### src/rtl/uart_hex_history_display.sv
// Keeps a ring of recently received UART bytes, shows a scrollable window of them
// on a multiplexed hex display, and can retransmit the byte at the window's start.
module uart_hex_history_display #(
  parameter  int DEPTH        = 8,
  parameter  int BYTES_SHOWN  = 2,
  parameter  int REFRESH_BITS = 18,
  localparam int ND           = 2 * BYTES_SHOWN,
  localparam int CNT_W        = $clog2(DEPTH) + 1
) (
  input  logic             clk,
  input  logic             rst,
  input  logic             rx_valid,
  input  logic [7:0]       rx_data,
  input  logic             up_tick,
  input  logic             down_tick,
  input  logic             send_tick,
  input  logic             mode,
  input  logic             tx_busy,
  output logic             tx_start,
  output logic [7:0]       tx_data,
  output logic [CNT_W-1:0] count,
  output logic [ND-1:0]    an,
  output logic [7:0]       sseg
);

  localparam int PTR_W = $clog2(DEPTH);
  localparam int DIG_W = $clog2(ND);
  localparam logic [DIG_W:0]   ND_L    = (DIG_W + 1)'(ND);
  localparam logic [CNT_W-1:0] DEPTH_L = CNT_W'(DEPTH);
  localparam logic [CNT_W:0]   BS_L    = (CNT_W + 1)'(BYTES_SHOWN);

  typedef enum logic [1:0] {IDLE, START, WAIT_HI, WAIT_LO} tx_state_t;

  logic [7:0]              ring [DEPTH];
  logic [PTR_W-1:0]        wr_ptr_reg;
  logic [CNT_W-1:0]        count_next;
  logic [CNT_W-1:0]        offset_reg;
  logic [CNT_W-1:0]        offset_next;
  logic [CNT_W:0]          offset_sum;
  logic [CNT_W:0]          offset_limit;
  logic [REFRESH_BITS-1:0] refresh_reg;
  tx_state_t               state_reg;
  tx_state_t               state_next;
  logic                    tx_load;
  logic [PTR_W-1:0]        tx_idx;

  logic [DIG_W-1:0]        dig_raw;
  logic [DIG_W-1:0]        dig;
  logic [CNT_W-1:0]        disp_age;
  logic                    disp_empty;
  logic [PTR_W-1:0]        disp_idx;
  logic [7:0]              disp_byte;
  logic [3:0]              disp_nibble;
  logic                    dp_lit;
  logic [6:0]              seg7;
  logic [ND-1:0]           an_next;
  logic [7:0]              sseg_next;

  // Segment pattern {g,f,e,d,c,b,a}, active-low.
  function automatic logic [6:0] hex7(input logic [3:0] n);
    case (n)
      4'h0: hex7 = 7'h40;  4'h1: hex7 = 7'h79;  4'h2: hex7 = 7'h24;  4'h3: hex7 = 7'h30;
      4'h4: hex7 = 7'h19;  4'h5: hex7 = 7'h12;  4'h6: hex7 = 7'h02;  4'h7: hex7 = 7'h78;
      4'h8: hex7 = 7'h00;  4'h9: hex7 = 7'h10;  4'hA: hex7 = 7'h08;  4'hB: hex7 = 7'h03;
      4'hC: hex7 = 7'h46;  4'hD: hex7 = 7'h21;  4'hE: hex7 = 7'h06;  default: hex7 = 7'h0E;
    endcase
  endfunction

  // Ring storage has no reset; entries beyond count are never displayed or sent.
  always_ff @(posedge clk) begin
    if (rx_valid) ring[wr_ptr_reg] <= rx_data;
  end

  always_comb begin
    count_next = count;
    if (rx_valid && count != DEPTH_L) count_next = count + CNT_W'(1);
  end

  // Offset follows writes so a browsed window stays frozen; limit uses the post-write count.
  always_comb begin
    offset_limit = ({1'b0, count_next} > BS_L) ? ({1'b0, count_next} - BS_L) : '0;
    offset_sum   = {1'b0, offset_reg} + (CNT_W + 1)'(rx_valid) + (CNT_W + 1)'(up_tick);
    if (down_tick && offset_sum != '0) offset_sum = offset_sum - (CNT_W + 1)'(1);
    if (!mode)                         offset_next = '0;
    else if (offset_sum > offset_limit) offset_next = offset_limit[CNT_W-1:0];
    else                               offset_next = offset_sum[CNT_W-1:0];
  end

  always_ff @(posedge clk or negedge rst) begin
    if (!rst) begin
      wr_ptr_reg  <= '0;
      count       <= '0;
      offset_reg  <= '0;
      refresh_reg <= '0;
    end else begin
      if (rx_valid) wr_ptr_reg <= wr_ptr_reg + PTR_W'(1);
      count       <= count_next;
      offset_reg  <= offset_next;
      refresh_reg <= refresh_reg + REFRESH_BITS'(1);
    end
  end

  always_comb begin
    state_next = state_reg;
    tx_start   = 1'b0;
    tx_load    = 1'b0;
    case (state_reg)
      IDLE: begin
        if (send_tick && count != '0) begin
          tx_load    = 1'b1;
          state_next = START;
        end
      end
      START: begin
        tx_start   = 1'b1;
        state_next = WAIT_HI;
      end
      WAIT_HI: if (tx_busy)  state_next = WAIT_LO;
      WAIT_LO: if (!tx_busy) state_next = IDLE;
      default: state_next = IDLE;
    endcase
  end

  assign tx_idx = wr_ptr_reg - PTR_W'(1) - offset_reg[PTR_W-1:0];

  always_ff @(posedge clk or negedge rst) begin
    if (!rst) begin
      state_reg <= IDLE;
      tx_data   <= '0;
    end else begin
      state_reg <= state_next;
      if (tx_load) tx_data <= ring[tx_idx];
    end
  end

  // Digit select from the scan counter's top bits; out-of-range indices fold to digit 0.
  always_comb begin
    dig_raw     = refresh_reg[REFRESH_BITS-1 -: DIG_W];
    dig         = ({1'b0, dig_raw} >= ND_L) ? '0 : dig_raw;
    disp_age    = offset_reg + CNT_W'(dig >> 1);
    disp_empty  = (disp_age >= count);
    disp_idx    = wr_ptr_reg - PTR_W'(1) - disp_age[PTR_W-1:0];
    disp_byte   = ring[disp_idx];
    disp_nibble = dig[0] ? disp_byte[7:4] : disp_byte[3:0];
    // Digit 0 dp flags browse mode; other even digits separate bytes when populated.
    dp_lit      = (dig == '0) ? mode : (!dig[0] && !disp_empty);
    seg7        = disp_empty ? 7'h7F : hex7(disp_nibble);
    sseg_next   = {~dp_lit, seg7};
    an_next     = ~(ND'(1) << dig);
  end

  always_ff @(posedge clk or negedge rst) begin
    if (!rst) begin
      an   <= '1;
      sseg <= 8'hFF;
    end else begin
      an   <= an_next;
      sseg <= sseg_next;
    end
  end

endmodule

### config.mk
export PLATFORM = sky130hd
export DESIGN_NAME = uart_hex_history_display
export DESIGN_NICKNAME = d
export VERILOG_FILES = /design/src/rtl/uart_hex_history_display.sv
export SDC_FILE = /design/constraint.sdc
export NUM_CORES = 1
export LEC_CHECK = 0
export BUFFER_PORTS_ARGS = -buffer_cell sky130_fd_sc_hd__buf_2
export CAP_MARGIN = 40
export CORE_MARGIN = 2
export CORE_UTILIZATION = 50
export CTS_BUF_LIST = sky130_fd_sc_hd__clkbuf_8
export DETAILED_ROUTE_END_ITERATION = 6
export GPL_ROUTABILITY_DRIVEN = 0
export PLACE_DENSITY_LB_ADDON = 0.12
export RECOVER_POWER = 25
export SLEW_MARGIN = 40
export SYNTH_ARGS = -nofsm -noshare
export SYNTH_HDL_FRONTEND = slang
export SYNTH_SLANG_ARGS = --single-unit
### constraint.sdc
create_clock -name clk -period 3.2 [get_ports clk]
set_input_delay 0.16 -clock clk [delete_from_list [all_inputs] [get_ports clk]]
set_output_delay 0.16 -clock clk [all_outputs]
set_load 0.05 [all_outputs]
### Yosys cells after proc, flatten, opt, wreduce, memory -nomap -nowiden

Memory sizes are Yosys's and may differ from the RTL's. A register that Yosys moved wholly into a read port is not among the register bits.
Index checks and enable logic that the tools add are counted.

| operators by class | value |
|---|---|
| add/subtract/negate cells | 11 |
| $lt $le $gt $ge | 3 |
| eq/ne operators | 7 |
| shift operators | 1 |
| mux-type cells | 17 |
| bitwise gates (word level) | 2 |
| reduce and logical (&&, ||, !) cells | 12 |

Operators with widths:

| kind | number |
|---|---|
| $add A18 B1 Y18 const B | 1 |
| $mux W4 | 4 |
| $mux W5 | 2 |
| $pmux W2 S4 | 1 |
| $mux W7 | 1 |
| $mux W1 | 6 |
| $mux W2 | 3 |
| $ne A2 B2 Y1 const B | 3 |
| $sub A3 B3 Y3 | 2 |
| $add A4 B1 Y5 | 1 |
| $add A5 B1 Y5 | 1 |
| $gt A5 B5 Y1 | 1 |
| $reduce_bool A5 Y1 | 1 |
| $sub A4 B2 Y5 const B | 1 |
| $sub A5 B1 Y5 const B | 1 |
| $add A4 B1 Y4 | 1 |
| $add A4 B1 Y4 const B | 1 |
| $eq A2 B2 Y1 const B | 2 |
| $ge A4 B4 Y1 | 1 |
| $gt A4 B2 Y1 const B | 1 |
| $logic_and A1 B1 Y1 | 4 |
| $logic_not A2 Y1 | 2 |
| $ne A4 B4 Y1 const B | 1 |
| $not A4 Y4 | 1 |
| other kinds (8) | 10 |

| storage, ports and cells | value |
|---|---|
| bits in registers | 43 |
| RAM bits | 64 |
| ROM bits | 112 |
| bits of input ports | 16 |
| output and inout bits | 25 |
| word-level logic and storage cells | 62 |
| memories | 2 |

Memories:

| name | depth | bits a word | rd ports | clocked after Yosys merged registers in | write ports | RTL line | text |
|---|---|---|---|---|---|---|---|
| (no name shown) | 16 | 7 | 1 | 0 | 0 | 61 | `case (n)` |
| ring | 8 | 8 | 2 | 1 | 1 | 34 | `logic [7:0] ring [DEPTH];` |

### Depth between registers and ports, before layout

| logic depth | value |
|---|---|
| depth in word-level cells | 8 |
| depth in mapped cells | 19 |
| gate-level depth less buffers | 18 |

### Worst setup path before layout

Ideal clock, no wire load.

| timing | value |
|---|---|
| path type | input to register |
| start | input port rx_valid |
| end | register offset_reg[0] |
| library setup time | 0.119 ns |
| data arrival time | 3.578 ns |
| data required time | 3.081 ns |
| slack | -0.497 ns |
| cell stages on the path | 18 |
| path buffers | 2 |
| cells stage by stage | clkbuf_1 > inv_1 > fa_1 > inv_1 > ha_1 > clkbuf_1 > nand2_1 > o21ba_2 > o31ai_1 > o21ai_0 > ha_1 > nor2b_1 > o21a_1 > o21ai_0 > a21oi_1 > o22a_1 > and2_1 > o21a_1 |

| between the ends | value |
|---|---|
| cells in the longest elaborated chain, start to end | 8 |
| elaborated cells between the ends (all ways) | 14 |
| those cells by class | add/sub (4); order compare (2); mux (5); reduce/logical (3) |

Ends and longest elaborated chain:

| item | RTL line | text |
|---|---|---|
| from (decl) | 12 | `input logic rx_valid,` |
| branches (longest 6 deep; another with $add A4 B1 Y5) | -- |  |
| $mux W4 * | 85 | `else if (offset_sum > offset_limit) offset_next = offset_limit[CNT_W-1:0];` |
| $mux W4 * | 84 | `if (!mode) offset_next = '0;` |
| named net offset_next[0] | 38 | `logic [CNT_W-1:0] offset_next;` |
| to (signal assigned) | 98 | `offset_reg <= offset_next;` |
| to (decl) | 37 | `logic [CNT_W-1:0] offset_reg;` |

Mark *: on every way through the listed nets, which the timed path passes.
A chain may end at the register's enable or synchronous reset.

### Worst setup path in the final report

| timing | value |
|---|---|
| start | register offset_reg[0] |
| end | register sseg[3] |

| between the ends | value |
|---|---|
| cells in the longest elaborated chain, start to end | 6 |
| elaborated cells between the ends (all ways) | 7 |
| those cells by class | add/sub (2); order compare (1); mux (2); memory (2) |

Ends and longest elaborated chain:

| item | RTL line | text |
|---|---|---|
| $add A4 B1 Y4 * | 140 | `disp_age = offset_reg + CNT_W'(dig >> 1);` |
| $sub A3 B3 Y3 | 142 | `disp_idx = wr_ptr_reg - PTR_W'(1) - disp_age[PTR_W-1:0];` |
| $mem_v2 Z8 W8 | -- |  |
| $mux W4 | 144 | `disp_nibble = dig[0] ? disp_byte[7:4] : disp_byte[3:0];` |
| $mem_v2 Z16 W7 | -- |  |
| $mux W7 * | 147 | `seg7 = disp_empty ? 7'h7F : hex7(disp_nibble);` |
| named net seg7[3] | 55 | `logic [6:0] seg7;` |
| to (signal assigned) | 158 | `sseg <= sseg_next;` |
| to (decl) | 23 | `output logic [7:0] sseg` |

Mark *: on every way through the listed nets, which the timed path passes. The rest lies on a longest branch.

==> results.tsv <==
metric	value	unit
status	finished with violations	
violations	negative setup slack	
drc	0	
synth_xor_area_share	4.60	%
path_clk_slew	0.07	ns
synth-simple-area-share	8.06	%
cp.buffers_inverters	5	
rsz0062_at_grt	yes	
grt_pass1_wl	19900	um
fmax	309	MHz
grt_start_max_net_pins	28	
r2r-end	sseg[3]$_DFF_PN1_	
synthArstFlopShare	44.3	%
fin_crit	3.23	ns
setup_ws	-0.0334	ns
ant_nets	0	
crit_fanout	5	
cts_root_buffer	clkbuf_8	
yosysUniqueCellTypes	51	
numCtsBuffers	17	
cts.htree.levels	4	
grt_usage	20.6	%
die-area	12900	sq um
slowest_stage	fa_2	
critPathRequiredTime	3.57	ns
tritoncts	built	
crit_family	adder cells	
synth_top_family_by_area	multiplexers	
cp_data_arrival_time	3.60	ns
nFillCells	831	
ys_top_cells_by_area	edfxtp_1 (32%), dfrtp_1 (16%), mux4_2 (12%)	
synth_edf_count	64	
final_max_slew_viol_count	0	
portBuffers	40	
synth_ff_type	edfxtp_1	
grt_antenna_before_repair	0	
largest_reg_flops	64	
syn2layout_area_growth	28.4	%
cp_num_cells	15	
path_cells	buf_4 > ha_4 > ha_4 > inv_1 > fa_2 > buf_12 > mux4_2 > mux2i_4 > mux2i_4 > inv_2 > ha_1 > inv_2 > mux2i_1 > mux2i_1 > nand2b_1	
io_pins	41	
synth_largest_type_area_fraction	32.1	%
start_kind	flip-flop	
routed_wl	12800	um
muxShareOfSynthArea	17.4	%
n_antenna_cell	0	
dr.pass1.iters	4	
rows	39	
synth_compound_area_share	4.68	%
final_cell_mix	edfxtp_1 (64), buf_4 (43), dfrtp_1 (36)	
cts_num_sinks	115	
instances_no_fill	697	
die_h	113	um
via_per_inst	5.54	
final_layout_size_suffix_gt1_share	42.6	%
cp_slowest_stage_delay	0.60	ns
worst_pin_slew	0.670	ns
cts.path.max_buffers	2	
setup_viol	6	
worstSetupPathType	flip-flop to flip-flop	
ff2ff_path_depth	15	
hold_viol	0	
synth_top_area_cell	edfxtp_1	
avgSynthCellArea	13.8	sq um
synthAdderAreaFrac	7.90	%
clock_latency	0.43	ns
fin_nets	596	
initial_core_util	51.8	%
rrSetupSlack	-0.03	ns
r2r_start	offset_reg[0]$_DFF_PN0_	
max_cap_viol_count	0	
synth_area	5990	sq um
die_w	113	um
vias	3864	
fin_crit_sh	101	%
syn_nets	486	
synth_cells	434	
fp.coreArea	11600	sq um
hold_path_class	primary input to flip-flop	
layout_commonest_cell	edfxtp_1	
dp_hpwl	8350	um
dp.cells	638	
worst_hold_slack	0.108	ns
routedWlPerCell	18.3	um
ys_warn_count	0	
grt_pass1_vias	3860	
grt_overflow_total	0	
drt_iter0_markers	279	
synth-seq-cells	115	
ys_seq_area_share	53.6	%
crit_end	sseg[3]$_DFF_PN1_	
slew_headroom	55.3	%
startpoint	offset_reg[0]$_DFF_PN0_	
worstSetupEndpointType	flip-flop	
finClkSkew	0.0107	ns
per-layer routing:
metal,routed length (um),up-vias,global-route usage [%]
li1,-,1810,-
met5,0,-,0
met4,229,0,8.70
met2,6330,93,33.1
met3,546,18,4.41
met1,5680,1943,27.6
timing repair:
item,CTS,global route
setup buffers,7,11
endpoints found under the hold margin,90,0
endpoints found under the setup margin,11,11
hold buffers,10,0
pin swaps,8,20
resized for setup,18,65
gates cloned,0,2
cell families after synthesis:
kind of cell	Yosys count
muxes	63
DFF	115
AOI/OAI and AO/OA	43
buffers and inverters	49
xor gates and xnor gates	29
and+or+nand+nor	99
adders and majority gates	36
tightest hold or removal path, delay by kind of cell:
| kind | cells | cell delay (ns) |
|---|---|---|
| XOR/XNOR | 1 | 0.07 |
| buffers and inverters | 2 | 0.26 |
metrics by stage:
stage	util, %	area (sq um)	TNS, ns	setup slack, ns
global route	66.5	7690	-1.43	-0.216
CTS	63.0	7290	-0.0563	-0.0237
detailed placement	57.4	6640	-0.481	-0.101
finish	66.5	7690	-0.115	-0.0334
global placement	57.2	6610	-0.0523	-0.0434
floorplan	-	6040	-0.0802	-0.0802
synth_stat cells, drive strengths merged, types with 11 or more instances:
master and instances:
buf 14, xnor2 21, inv 33, nand3 11, mux2i 26, mux4 32
edfxtp 64, dfrtp 39, dfstp 12, nor2 23, ha 33, o21ai 15
nand2 29
worst min path at each step:
stage             start  cells past startpoint                   endpoint  slack, ns
3_3_place_gp        rst                      1         count[2]$_DFF_PN0_       0.20
5_1_grt        rx_valid                      3  wr_ptr_reg[0]$_DFFE_PN0P_       0.11
3_5_place_dp        rst                      1         count[2]$_DFF_PN0_       0.21
6_report       rx_valid                      3  wr_ptr_reg[0]$_DFFE_PN0P_       0.11
4_1_cts        rx_valid                      3  wr_ptr_reg[0]$_DFFE_PN0P_       0.09
2_1_floorplan       rst                      0         count[0]$_DFF_PN0_      -0.14
cell type report:
class | count | area (sq um) | share of cell area (%)
Multi-Input combinational cell | 271 | 2930 | 38.1
Inverter | 33 | 124 | 1.61
Timing Repair Buffer | 106 | 795 | 10.3
Clock buffer | 17 | 234 | 3.04
Clock inverter | 12 | 214 | 2.78
Sequential cell | 115 | 3220 | 41.8
Tap cell | 143 | 179 | 2.33
Power is left out: the tool's default activity adds up to more than one toggle a clock period on the data nets, which glitch-free logic cannot reach.
